`src/rtl/hazard_pkg.sv`:
```
// Shared encodings for the pipeline hazard controller.
package hazard_pkg;

    typedef enum logic [1:0] {
        FWD_NONE = 2'b00,
        FWD_W    = 2'b01,
        FWD_M    = 2'b10
    } fwd_e;

    localparam logic [2:0] RES_LOAD = 3'b001;

    // Pipeline-register hold/clear bundle.
    typedef struct packed {
        logic stall_f;
        logic stall_d;
        logic stall_e;
        logic stall_m;
        logic flush_d;
        logic flush_e;
    } hz_ctl_t;

endpackage

```
`src/rtl/reg_scoreboard.sv`:
```
// Busy-bit register file tracking destinations of in-flight long-latency ops.
module reg_scoreboard #(
    parameter int unsigned NREG = 32,
    localparam int unsigned RAW = $clog2(NREG)
) (
    input  logic            clk,
    input  logic            reset,
    input  logic            set_en,
    input  logic [RAW-1:0]  set_idx,
    input  logic            clr_en,
    input  logic [RAW-1:0]  clr_idx,
    output logic [NREG-1:0] busy
);

    logic [NREG-1:0] busy_nxt;

    // Clear first so a same-register set in the same cycle wins; x0 never busy.
    always_comb begin
        busy_nxt = busy;
        if (clr_en) begin
            busy_nxt[clr_idx] = 1'b0;
        end
        if (set_en) begin
            busy_nxt[set_idx] = 1'b1;
        end
        busy_nxt[0] = 1'b0;
    end

    always_ff @(posedge clk) begin
        if (reset) begin
            busy <= '0;
        end else begin
            busy <= busy_nxt;
        end
    end

endmodule

```
`src/rtl/hazard_ctrl.sv`:
```
// Pipeline hazard controller: forwarding, load-use and scoreboard stalls,
// memory back-pressure, branch flushes and a saturating stall counter.
module hazard_ctrl
    import hazard_pkg::*;
#(
    parameter int unsigned NSRC  = 2,
    parameter int unsigned NREG  = 32,
    parameter int unsigned CNT_W = 32,
    localparam int unsigned RAW  = $clog2(NREG)
) (
    input  logic                      clk,
    input  logic                      reset,
    input  logic [NSRC-1:0][RAW-1:0]  RsD,
    input  logic [RAW-1:0]            RdD,
    input  logic [NSRC-1:0][RAW-1:0]  RsE,
    input  logic [RAW-1:0]            RdE,
    input  logic [RAW-1:0]            RdM,
    input  logic [RAW-1:0]            RdW,
    input  logic [2:0]                ResultSrcE,
    input  logic                      RegWriteM,
    input  logic                      RegWriteW,
    input  logic                      PCSrcE,
    input  logic                      LongIssueE,
    input  logic                      LongDone,
    input  logic [RAW-1:0]            LongRd,
    input  logic                      MemReqM,
    input  logic                      MemReadyM,
    output logic                      StallF,
    output logic                      StallD,
    output logic                      StallE,
    output logic                      StallM,
    output logic                      FlushD,
    output logic                      FlushE,
    output logic [NSRC-1:0][1:0]      ForwardE,
    output logic [NREG-1:0]           BusyVec,
    output logic [CNT_W-1:0]          StallCount
);

    logic    load_stall;
    logic    sb_stall;
    logic    mem_stall;
    logic    sb_set;
    hz_ctl_t ctl;

    // Memory stage result has priority over writeback for forwarding.
    always_comb begin
        for (int unsigned i = 0; i < NSRC; i++) begin
            ForwardE[i] = FWD_NONE;
            if (RsE[i] != '0 && RegWriteM && RsE[i] == RdM) begin
                ForwardE[i] = FWD_M;
            end else if (RsE[i] != '0 && RegWriteW && RsE[i] == RdW) begin
                ForwardE[i] = FWD_W;
            end
        end
    end

    // Load-use and scoreboard (RAW on sources, WAW on destination) detection.
    always_comb begin
        load_stall = 1'b0;
        sb_stall   = 1'b0;
        for (int unsigned i = 0; i < NSRC; i++) begin
            if (ResultSrcE == RES_LOAD && RdE != '0 && RsD[i] == RdE) begin
                load_stall = 1'b1;
            end
            if (RsD[i] != '0 && BusyVec[RsD[i]]) begin
                sb_stall = 1'b1;
            end
        end
        if (RdD != '0 && BusyVec[RdD]) begin
            sb_stall = 1'b1;
        end
    end

    // Memory back-pressure freezes the whole pipe and defers any flush.
    always_comb begin
        mem_stall   = MemReqM & ~MemReadyM;
        ctl         = '0;
        if (mem_stall) begin
            ctl.stall_f = 1'b1;
            ctl.stall_d = 1'b1;
            ctl.stall_e = 1'b1;
            ctl.stall_m = 1'b1;
        end else begin
            ctl.stall_f = load_stall | sb_stall;
            ctl.stall_d = load_stall | sb_stall;
            ctl.flush_e = load_stall | sb_stall | PCSrcE;
            ctl.flush_d = PCSrcE;
        end
        StallF = ctl.stall_f;
        StallD = ctl.stall_d;
        StallE = ctl.stall_e;
        StallM = ctl.stall_m;
        FlushD = ctl.flush_d;
        FlushE = ctl.flush_e;
        sb_set = LongIssueE && RdE != '0 && !ctl.stall_e;
    end

    reg_scoreboard #(.NREG(NREG)) u_sb (
        .clk     (clk),
        .reset   (reset),
        .set_en  (sb_set),
        .set_idx (RdE),
        .clr_en  (LongDone),
        .clr_idx (LongRd),
        .busy    (BusyVec)
    );

    always_ff @(posedge clk) begin
        if (reset) begin
            StallCount <= '0;
        end else if (StallF && StallCount != '1) begin
            StallCount <= StallCount + CNT_W'(1);
        end
    end

endmodule

```
`config.mk`:
```
export PLATFORM = sky130hd
export DESIGN_NAME = hazard_ctrl
export DESIGN_NICKNAME = d
export VERILOG_FILES = /design/src/rtl/hazard_pkg.sv /design/src/rtl/reg_scoreboard.sv /design/src/rtl/hazard_ctrl.sv
export SDC_FILE = /design/constraint.sdc
export NUM_CORES = 1
export LEC_CHECK = 0
export BUFFER_PORTS_ARGS = -buffer_cell sky130_fd_sc_hd__buf_4
export CAP_MARGIN = 20
export CORE_MARGIN = 3
export CORE_UTILIZATION = 48
export DETAILED_ROUTE_END_ITERATION = 10
export PLACE_DENSITY = 0.86
export SYNTH_ARGS = -nofsm -noshare
export SYNTH_HDL_FRONTEND = slang
export SYNTH_SLANG_ARGS = --single-unit
```
`constraint.sdc`:
```
create_clock -name clk -period 2.12 [get_ports clk]
set_input_delay 0.212 -clock clk [delete_from_list [all_inputs] [get_ports clk]]
set_output_delay 0.212 -clock clk [all_outputs]
set_load 0.005 [all_outputs]
```
==> results.py <==
metrics = {
    "global_route": {
        "grt-busiest-layer": "met2",
        "met2_usage_pct": 53.5,
        "grt_pass1_wl_um": 25300,
        "grt_max_degree": 76,
        "grt_usage_pct": 30.3,
        "grtUsageMet1_pct": 35.8,
        "grt_pass1_vias": 5292,
        "overflow": 0,
        "gr-usage-met3_pct": 5.73,
        "antenna_found_initial": 0,
    },
    "clocking": {
        "cts_tree": "built",
        "cts_sinks": 63,
        "cts.clk_slew.worst_paths_ns": 0.07,
        "root_buffer": "clkbuf_8",
        "numCtsBuffers": 9,
        "clock_latency_ns": 0.35,
        "clock_path_buffers": 2,
        "htreeDepth": 3,
    },
    "logic_synthesis": {
        "synth_commonest_cells": "dfxtp_1, a21oi_1, nand2_1",
        "synth_warnings": 0,
        "synth_fp_nets": 610,
        "seq_area_frac_synth_pct": 28.3,
        "synth_area_leaders": "dfxtp_1, a21oi_1, o21ai_0",
        "synth_top_area_share_pct": 28.3,
        "syn_inst": 552,
        "synth_seq_cells": 63,
        "synth_edf_count": 0,
        "async_flop_share_pct": 0,
        "avgSynthCellArea_um2": 8.07,
        "synthDistinctLibCells": 58,
        "syn-cell-area_um2": 4450,
        "synth-main-ff-cell": "dfxtp_1",
        "synthMostInstantiatedCell": "dfxtp_1",
        "yosysTopAreaCell": "dfxtp_1",
    },
    "drt": {
        "antenna_left": 0,
        "detail_route.wirelength_um": 17900,
        "drc_errors": 0,
        "wl_per_cell_um": 20.3,
        "first_iter_violations": 570,
        "viasPerCell": 6.36,
        "dr.pass1.iters": 6,
        "num_vias": 5623,
    },
    "power_and_ir_drop": {
        "report.power.total_w": 0.00321,
        "power_leakage_nw": 2.85,
        "power_density_nw_per_um2": 458,
        "ir_worst_vdd_mv": 0.342,
    },
    "setup_path": {
        "end_kind": "primary output",
        "crit_type": "flip-flop to primary output",
        "cp.required_ns": 1.91,
        "start_kind": "flip-flop",
        "critical_path.max_fanout": 5,
        "ff2ff_path_depth": 10,
        "cp.arrival_ns": 2.49,
    },
    "hold_path": {
        "min_path_type": "input port to flip-flop",
        "holdPathStages": 5,
    },
    "final_layout": {
        "drive_above_1_share_pct": 47.2,
        "nNetsFinal": 829,
        "stdcell_count": 884,
        "fillers": 544,
        "area_growth_pct": 57.1,
        "antenna_cells": 0,
    },
    "placed_design": {
        "numPortBuffers": 129,
        "dp_hpwl_um": 11800,
        "routabilityCongestion": 0.946,
        "dp.cells": 856,
    },
    "die": {
        "core_area_um2": 8850,
        "die_w_um": 102,
        "io_pins": 131,
        "rows": 34,
        "start_util_pct": 50.3,
        "die_area_um2": 10500,
        "die_h_um": 102,
    },
    "timing": {
        "fin_ws_ns": -0.584,
        "final.setup.tns_ns": -15.46,
        "holdWs_ns": 0.291,
        "skew_ns": 0.00805,
        "max_freq_mhz": 370,
        "setup_viol": 35,
        "worst_pin_slew_ns": 0.800,
        "min_period_over_period_pct": 128,
        "drv_slew": 0,
        "grt_setup_unrepaired": "yes",
        "hold_viol_final": 0,
        "relSlewSlack_pct": 46.7,
        "finalCriticalPeriod_ns": 2.70,
    },
    "status": {
        "status": "finished with violations",
        "violations": "setup timing",
    },
    "flow_run": {
        "maxCapViolations": 0,
    },
}
==> worst max-delay path, stage by stage, from the launching register on <==
cell and delay [ns]:
dfxtp_4 0.37, mux4_2 0.49, a2111oi_4 0.45, nor4_4 0.09
nor4_4 0.27, buf_4 0.18, buf_12 0.14, inv_4 0.04
buf_6 0.10
==> metrics by stage <==
step / instance area, um2 / util, % / worst slack [ns]
2_1_floorplan: 4530 / - / -0.192
3_3_place_gp: 6240 / 70.6 / -0.342
3_5_place_dp: 6240 / 70.6 / -0.445
4_1_cts: 6670 / 75.4 / -0.540
5_1_grt: 7000 / 79.1 / -0.625
6_report: 7000 / 79.1 / -0.584
==> cells by family after synthesis <==
group | after synthesis | share of synthesized area [%]
buffers and inverters | 47 | 5.25
other | 1 | 0.0842
AOI/OAI and AO/OA | 136 | 17.9
adders and majority gates | 1 | 0.281
muxes | 38 | 11.7
DFF | 63 | 28.3
and+or+nand+nor | 236 | 30.6
xor gates and xnor gates | 30 | 5.90
==> report_power, final <==
part | total, W | switching (W) | internal, W
Sequential | 0.00121 | 0.0000128 | 0.00119
Combinational | 0.000843 | 0.000416 | 0.000426
Clock | 0.00116 | 0.000503 | 0.000653
==> placed cells by master, fill, tap and decap left out, drive strengths merged, types with 6 or more instances in the layout <==
master and instances:
nor3b 8, and3 9, mux4 7, xnor2 22, xor2 8, nand2 53, a21oi 53, or4 8
nor2 26, clkbuf 11, mux2i 14, a2111oi 10, or3 19, inv 10, nor2b 22, nor4 12
buf 243, mux2 17, dfxtp 63, nor3 9, nand3 20, nand3b 6, o21ai 50, nand2b 9
nand4 17
==> cell type report <==
class / count / area, um2 / share of cell area (%)
Timing Repair Buffer: 245 / 2000 / 28.6
Sequential cell: 63 / 1290 / 18.5
Multi-Input combinational cell: 442 / 3320 / 47.4
Tap cell: 108 / 135 / 1.93
Clock buffer: 9 / 124 / 1.77
Inverter: 10 / 40.0 / 0.572
Clock inverter: 7 / 87.6 / 1.25
==> path summary, 6_finish.rpt <==
path,start,end,slack (ns)
worst min register to register,StallCount[16]$_SDFFE_PP0P_,StallCount[16]$_SDFFE_PP0P_,0.51
worst max register to register,u_sb.busy[12]$_SDFF_PP0_,StallCount[27]$_SDFFE_PP0P_,-0.51
worst min-delay path,LongIssueE,u_sb.busy[28]$_SDFF_PP0_,0.29
worst max-delay path,u_sb.busy[12]$_SDFF_PP0_,StallF,-0.58
==> sequential cells by signal, summed over array words and instances (netlist names) <==
signal      flops
StallCount     32
u_sb.busy      31
==> what timing repair did <==
action,CTS,global route
pin swaps,7,32
buffers inserted,6,1
endpoints found under the setup margin,35,35
hold buffers,0,0
cloned,3,1
hold endpoints to repair,0,0
gates resized for setup,33,65
==> layer usage <==
layer  vias up  share of wire, %
li1       2483                 -
met1      2630                36
met2       419                50
met3        91               9.4
met4         0               4.4
met5         -                 0
No activity file was read; power rests on OpenSTA's default activity.
